[config.mk]
export PLATFORM = sky130hd
export DESIGN_NAME = ryu_move_ctrl_flat
export DESIGN_NICKNAME = d
export VERILOG_FILES = /design/src/rtl/ryu_move_ctrl_if.sv /design/src/rtl/ryu_move_ctrl.sv /design/src/flat_wrapper.sv
export SDC_FILE = /design/constraint.sdc
export NUM_CORES = 1
export LEC_CHECK = 0
export CORE_MARGIN = 3
export CORE_UTILIZATION = 65
export CTS_CLUSTER_SIZE = 8
export DETAILED_ROUTE_END_ITERATION = 16
export DONT_BUFFER_PORTS = 1
export HOLD_SLACK_MARGIN = 0.12
export PLACE_DENSITY = 0.81
export SLEW_MARGIN = 20
export SYNTH_ARGS = -nofsm -noshare
export SYNTH_HDL_FRONTEND = slang
export SYNTH_SLANG_ARGS = --single-unit
export TNS_END_PERCENT = 30
[constraint.sdc]
create_clock -name vga_clk -period 3.6 [get_ports vga_clk]
set_input_delay 0.36 -clock vga_clk [delete_from_list [all_inputs] [get_ports vga_clk]]
set_output_delay 0.36 -clock vga_clk [all_outputs]
set_load 0.01 [all_outputs]
[src/rtl/ryu_move_ctrl_if.sv]
// ryu_move_ctrl_if: frame tick, player buttons and sprite/position outputs of the Ryu movement sequencer
interface ryu_move_ctrl_if;
  logic       frame_tick;
  logic       left_btn;
  logic       right_btn;
  logic       punch_btn;
  logic       jump_btn;
  logic       down_btn;
  logic [2:0] sprite;
  logic [9:0] RyuX;
  logic [9:0] RyuY;
  logic       busy;
  modport master (
    output frame_tick, left_btn, right_btn, punch_btn, jump_btn, down_btn,
    input  sprite, RyuX, RyuY, busy
  );
  modport slave (
    input  frame_tick, left_btn, right_btn, punch_btn, jump_btn, down_btn,
    output sprite, RyuX, RyuY, busy
  );
endinterface

[src/rtl/ryu_move_ctrl.sv]
// ryu_move_ctrl: per-frame Ryu walk/punch/jump sequencer; define RYU_CROUCH_EN to add the crouch state
module ryu_move_ctrl #(
  parameter int X_START         = 100,
  parameter int X_MIN           = 0,
  parameter int X_MAX           = 560,
  parameter int GROUND_Y        = 300,
  parameter int WALK_STEP       = 2,
  parameter int JUMP_V0         = 8,
  parameter int GRAVITY         = 1,
  parameter int PUNCH_FRAMES    = 12,
  parameter int COOLDOWN_FRAMES = 6
) (
  input  logic           vga_clk,
  input  logic           reset_n,
  ryu_move_ctrl_if.slave bus
);
  typedef enum logic [2:0] {
    S_IDLE,
    S_PUNCH,
    S_COOL,
`ifdef RYU_CROUCH_EN
    S_JUMP,
    S_CROUCH
`else
    S_JUMP
`endif
  } state_t;

  localparam logic [10:0]        C_X_MIN  = 11'(X_MIN);
  localparam logic [10:0]        C_X_MAX  = 11'(X_MAX);
  localparam logic [10:0]        C_STEP   = 11'(WALK_STEP);
  localparam logic signed [10:0] C_GROUND = 11'(GROUND_Y);
  localparam logic signed [10:0] C_V0     = 11'(JUMP_V0);
  localparam logic signed [10:0] C_GRAV   = 11'(GRAVITY);
  localparam logic [3:0]         C_PUNCH  = 4'(PUNCH_FRAMES - 1);
  localparam logic [3:0]         C_COOL   = 4'(COOLDOWN_FRAMES - 1);

  state_t             r_state, w_state_nxt;
  logic [2:0]         r_sprite, w_sprite_nxt;
  logic [9:0]         r_x, r_y, w_x_nxt, w_y_nxt, w_x_walk, w_y_air;
  logic signed [10:0] r_vy, w_vy_nxt, w_y_calc;
  logic [3:0]         r_cnt, w_cnt_nxt;
  logic               r_punch_prev, r_jump_prev;
  logic [10:0]        w_x11, w_x_left, w_x_right;
  logic               w_punch_edge, w_jump_edge, w_land, w_down;

  assign w_jump_edge  = bus.jump_btn & ~r_jump_prev;
  assign w_punch_edge = bus.punch_btn & ~r_punch_prev;
`ifdef RYU_CROUCH_EN
  assign w_down = bus.down_btn;
`else
  assign w_down = 1'b0;
`endif

  // Walking is evaluated one bit wider than the position so neither clamp can wrap.
  assign w_x11     = {1'b0, r_x};
  assign w_x_left  = (w_x11 < C_X_MIN + C_STEP) ? C_X_MIN : w_x11 - C_STEP;
  assign w_x_right = (w_x11 + C_STEP > C_X_MAX) ? C_X_MAX : w_x11 + C_STEP;
  assign w_x_walk  = (bus.left_btn ^ bus.right_btn) ? 10'(bus.left_btn ? w_x_left : w_x_right) : r_x;

  // Airborne height: signed so rising above the top of the screen is detectable.
  assign w_y_calc = $signed({1'b0, r_y}) - r_vy;
  assign w_land   = w_y_calc >= C_GROUND;
  assign w_y_air  = (w_y_calc < 0) ? 10'd0 : 10'(w_y_calc);

  // State register; it only advances on a frame tick.
  always_ff @(posedge vga_clk or negedge reset_n) begin
    if (!reset_n) r_state <= S_IDLE;
    else if (bus.frame_tick) r_state <= w_state_nxt;
  end

  // Next state: on the ground a jump beats a punch, which beats crouch.
  always_comb begin
    case (r_state)
      S_PUNCH: w_state_nxt = (r_cnt == 4'd0) ? S_COOL : S_PUNCH;
      S_COOL:  w_state_nxt = (r_cnt == 4'd0) ? S_IDLE : S_COOL;
      S_JUMP:  w_state_nxt = w_land ? S_IDLE : S_JUMP;
`ifdef RYU_CROUCH_EN
      default: w_state_nxt = w_jump_edge ? S_JUMP : w_punch_edge ? S_PUNCH : w_down ? S_CROUCH : S_IDLE;
`else
      default: w_state_nxt = w_jump_edge ? S_JUMP : w_punch_edge ? S_PUNCH : S_IDLE;
`endif
    endcase
  end

  // Next sprite, position, velocity and frame counter for the current state.
  always_comb begin
    w_sprite_nxt = r_sprite;
    w_x_nxt      = r_x;
    w_y_nxt      = r_y;
    w_vy_nxt     = r_vy;
    w_cnt_nxt    = r_cnt;
    case (r_state)
      S_PUNCH: begin
        w_sprite_nxt = (r_cnt == 4'd0) ? 3'd0 : 3'd1;
        w_cnt_nxt    = (r_cnt == 4'd0) ? C_COOL : r_cnt - 4'd1;
      end
      S_COOL: begin
        w_sprite_nxt = 3'd0;
        w_x_nxt      = w_x_walk;
        w_cnt_nxt    = (r_cnt == 4'd0) ? 4'd0 : r_cnt - 4'd1;
      end
      S_JUMP: begin
        w_sprite_nxt = w_land ? 3'd0 : 3'd2;
        w_x_nxt      = w_x_walk;
        w_y_nxt      = w_land ? 10'(C_GROUND) : w_y_air;
        w_vy_nxt     = w_land ? 11'sd0 : r_vy - C_GRAV;
      end
      default: begin
        w_sprite_nxt = w_jump_edge ? 3'd2 : w_punch_edge ? 3'd1 : w_down ? 3'd3 : 3'd0;
        w_x_nxt      = (w_jump_edge | w_punch_edge | w_down | (r_state != S_IDLE)) ? r_x : w_x_walk;
        w_y_nxt      = w_jump_edge ? r_y - 10'(JUMP_V0) : r_y;
        w_vy_nxt     = w_jump_edge ? C_V0 - C_GRAV : r_vy;
        w_cnt_nxt    = (!w_jump_edge && w_punch_edge) ? C_PUNCH : r_cnt;
      end
    endcase
  end

  // Registered datapath and button history, all frozen between frame ticks.
  always_ff @(posedge vga_clk or negedge reset_n) begin
    if (!reset_n) begin
      r_sprite     <= 3'd0;
      r_x          <= 10'(X_START);
      r_y          <= 10'(GROUND_Y);
      r_vy         <= 11'sd0;
      r_cnt        <= 4'd0;
      r_punch_prev <= 1'b0;
      r_jump_prev  <= 1'b0;
    end else if (bus.frame_tick) begin
      r_sprite     <= w_sprite_nxt;
      r_x          <= w_x_nxt;
      r_y          <= w_y_nxt;
      r_vy         <= w_vy_nxt;
      r_cnt        <= w_cnt_nxt;
      r_punch_prev <= bus.punch_btn;
      r_jump_prev  <= bus.jump_btn;
    end
  end

  assign bus.sprite = r_sprite;
  assign bus.RyuX   = r_x;
  assign bus.RyuY   = r_y;
  assign bus.busy   = r_state != S_IDLE;
endmodule
[src/flat_wrapper.sv]
// flat-port wrapper written by rule: the top's interface ports become plain ports
module ryu_move_ctrl_flat 
#(
  parameter int X_START         = 100,
  parameter int X_MIN           = 0,
  parameter int X_MAX           = 560,
  parameter int GROUND_Y        = 300,
  parameter int WALK_STEP       = 2,
  parameter int JUMP_V0         = 8,
  parameter int GRAVITY         = 1,
  parameter int PUNCH_FRAMES    = 12,
  parameter int COOLDOWN_FRAMES = 6
)
  (vga_clk, reset_n, bus_frame_tick, bus_left_btn, bus_right_btn, bus_punch_btn, bus_jump_btn, bus_down_btn, bus_sprite, bus_RyuX, bus_RyuY, bus_busy);
  ryu_move_ctrl_if bus_i ();
  input  logic vga_clk;
  input  logic reset_n;
  input wire logic [$bits(bus_i.frame_tick)-1:0] bus_frame_tick;
  input wire logic [$bits(bus_i.left_btn)-1:0] bus_left_btn;
  input wire logic [$bits(bus_i.right_btn)-1:0] bus_right_btn;
  input wire logic [$bits(bus_i.punch_btn)-1:0] bus_punch_btn;
  input wire logic [$bits(bus_i.jump_btn)-1:0] bus_jump_btn;
  input wire logic [$bits(bus_i.down_btn)-1:0] bus_down_btn;
  output wire logic [$bits(bus_i.sprite)-1:0] bus_sprite;
  output wire logic [$bits(bus_i.RyuX)-1:0] bus_RyuX;
  output wire logic [$bits(bus_i.RyuY)-1:0] bus_RyuY;
  output wire logic [$bits(bus_i.busy)-1:0] bus_busy;
  assign bus_i.frame_tick = bus_frame_tick;
  assign bus_i.left_btn = bus_left_btn;
  assign bus_i.right_btn = bus_right_btn;
  assign bus_i.punch_btn = bus_punch_btn;
  assign bus_i.jump_btn = bus_jump_btn;
  assign bus_i.down_btn = bus_down_btn;
  assign bus_sprite = bus_i.sprite;
  assign bus_RyuX = bus_i.RyuX;
  assign bus_RyuY = bus_i.RyuY;
  assign bus_busy = bus_i.busy;
  ryu_move_ctrl #(.X_START(X_START), .X_MIN(X_MIN), .X_MAX(X_MAX), .GROUND_Y(GROUND_Y), .WALK_STEP(WALK_STEP), .JUMP_V0(JUMP_V0), .GRAVITY(GRAVITY), .PUNCH_FRAMES(PUNCH_FRAMES), .COOLDOWN_FRAMES(COOLDOWN_FRAMES)) u_core (.vga_clk(vga_clk), .reset_n(reset_n), .bus(bus_i));
endmodule
==> reports/summary.txt <==
crit path launch -> u_core.bus.RyuY[0]
critical path depth -> 11
top-level port count -> 32
Critical Path RT -> 3.82 ns
final slew viol count -> 0
synthesis-to-layout area growth -> 4.75%
maxcap violations -> 0
die area -> 6040 sq um
Post-Syn Instances -> 407
Worst path max stage delay -> 0.44 ns
YS warnings -> 0
Critical-path top delay cell -> dfrtp_1
via count -> 3053
worst hold-check path type -> in2reg
commonest non-fill, non-tap cell in the layout -> dfrtp_1
post-synthesis cell area -> 3350 sq um
element type at the critical path end -> flip-flop
antenna violations before repair -> 0
final design instance area without fill -> 3500 sq um
GRT Total Usage -> 27.0%
htree depth -> 2
Post-DRT Antenna Nets -> 0
routed vias/inst -> 6.52
top-area cell type share of the netlist area -> 24.7%
clock sink total -> 40
most frequent cells in the layout -> 33 x dfrtp_1, 32 x nor2_1, 32 x nand2_1
number of synthesized flops with an enable pin -> 0
root buffer cell -> clkbuf_8
CTS tree -> built
clock slew at reported path FFs -> 0.08 ns
post-CTS sizing -> 0
Period minus WS final -> 3.11 ns
Setup Skew -> 0.00907 ns
status -> completed
IO buf count -> 0
Final Cycle Share -> 86.5%
global route overflow -> 0
RSZ-0062 raised after global routing -> no
top_reg_cell synth -> dfrtp_1
total iterations of the first detailed-routing run -> 5
layout cells sized above 1 -> 9.23%
Num CTS Buffers -> 5
Final Net Count -> 430
antenna diode count -> 0
Leak -> 1.43 nW
Reg-to-Reg Start -> u_core.bus.RyuY[0]
final setup vio count -> 0
1st-iter DRT viols -> 183
maximum vdd drop -> 573 uV
largest net degree at the start of global routing -> 41
Unique masters post-synth -> 75
reg2reg end -> u_core.r_vy[7]
first-pass GRT wire length -> 13.4 mm
DP Area -> 3350 sq um
FF-to-FF setup slack -> 0.49 ns
FF-to-FF path depth -> 11
GP Congestion -> 0.896
critical path class -> reg2reg
crit path DAT -> 3.33 ns
Synth area leader -> dfrtp_1
setup TNS -> 0 ns
worst rel slew slack -> 57.1%
fraction of registers with async set/reset -> 100%
Slew @ Worst Pin -> 0.644 ns
Setup Buffers After CTS -> 0
WP buf/inv -> 2
later-pin clock latency in the skew report -> 0.30 ns
synthesized area per cell -> 8.22 sq um
cts hold-fix bufs -> 2
worst setup path end -> u_core.r_vy[7]
core area -> 4850 sq um
synthesized flop and latch total -> 40
clk buf depth -> 2
crit-path max FO -> 10
number of global-route vias before repair -> 2880
Die W -> 77.7 microns
Initial Util -> 69.0%
CP Launch Type -> flip-flop
Fin. Hold Viols -> 0
worst path cell trace -> inv_1 > ha_1 > inv_1 > fa_1 > a211oi_1 > o21a_1 > nor3_1 > nor3_1 > a311o_2 > nand3_4 > a21oi_1
Chip Height -> 77.7 microns
power per cell area -> 1080 nW/um^2
Max Clock Freq -> 321 MHz
Worst path top cell family by delay -> compound AO/OA/AOI/OAI gates
routed wire length per instance -> 16.7 microns
drt total wl -> 7.81 mm
Synth area leaders -> dfrtp_1 25%, ha_1 7.9%, dfstp_2 5.5%, a21oi_1 4.6%, xnor2_1 3.7%
Site Rows -> 25
Seq/Total Area, Yosys -> 30.2%
placed wire-length estimate -> 5.76 mm
Residual DRC -> 0
-- final cells by class --
| cell class | count | area [sq um] |
|---|---|---|
| tap | 67 | 83.8 |
| inverter | 30 | 113 |
| multi-input combinational | 318 | 2120 |
| clock buffer | 6 | 82.6 |
| fill | 390 | 1340 |
| clock inverter | 2 | 38.8 |
| sequential | 40 | 1010 |
| timing repair buffer | 5 | 52.6 |
-- stage by stage --
stage,std cells,hold WS [ns],power [mW],utilization [%],setup WS (ns)
2_1_floorplan,408,0.0644,2.88,-,0.925
3_3_place_gp,458,0.0652,3.24,69.2,0.597
3_5_place_dp,458,0.0651,3.33,69.2,0.519
4_1_cts,468,0.131,3.75,72.3,0.500
5_1_grt,468,0.135,4.12,72.3,0.245
6_report,468,0.141,3.77,72.3,0.487
-- registers in the layout, summed over array words and instances, names as in the netlist --
register and count:
u_core.bus.RyuX 9, u_core.bus.RyuY 10, u_core.bus.sprite 2, u_core.r_vy 11, u_core.r_state 2, u_core.r_cnt 4
u_core.r_jump_prev 1, u_core.r_punch_prev 1
-- worst register-to-register path, cell delays in order (launching register included) --
cell	delay (ns)
dfrtp_1	0.44
inv_1	0.08
ha_1	0.19
inv_1	0.07
fa_1	0.42
a211oi_1	0.40
o21a_1	0.24
nor3_1	0.08
nor3_1	0.42
a311o_2	0.29
nand3_4	0.16
a21oi_1	0.23
-- metal layers --
layer	global-route usage [%]	part of all wire (%)
met5	0	0
met4	10.3	2.3
met3	4.52	5.3
met2	46.0	48
met1	34.1	45
-- how the worst min path moves through the flow --
stage / cells past startpoint / from / end
final: 1 / bus_frame_tick / u_core.bus.sprite[0]
after CTS: 1 / bus_frame_tick / u_core.bus.sprite[0]
after global routing: 1 / bus_frame_tick / u_core.bus.sprite[0]
after detailed placement: 0 / reset_n / u_core.r_vy[8]
after global placement: 0 / reset_n / u_core.r_vy[8]
after floorplan: 0 / reset_n / u_core.bus.RyuX[1]
-- cells in the mapped netlist, drive strengths merged, types with 3 or more instances --
library cell	n
inv	30
dfrtp	33
o22ai	11
nor4	7
nand3b	5
nand2	32
nand2b	5
and2	4
nand3	13
or3	4
o21a	6
o311ai	5
a21o	4
clkbuf	12
mux2	4
a31oi	12
nor2	32
nor3	15
ha	21
o211ai	3
xor2	3
buf	8
xnor2	14
o21ai	23
a21oi	32
nand4	5
nor3b	3
nor2b	7
dfstp	7
-- logic make-up after synthesis --
family                   Yosys count  share of synthesized area, %
adder cells (fa/ha/maj)           22                          8.45
flip-flops                        40                          30.2
AO/OA/AOI/OAI                    129                          25.9
XOR/XNOR                          17                          4.45
buffers and inverters             50                          6.43
other                              1                         0.112
AND/OR/NAND/NOR                  142                          22.5
multiplexers                       6                          1.94
-- where the power goes --
group          internal (mW)  leakage [nW]  total (mW)  switching [mW]
sequential             0.654         0.483       0.992           0.338
combinational          0.943         0.884        2.38            1.44
clock                  0.227        0.0614       0.397           0.170
No activity file was read; power rests on OpenSTA's default activity.
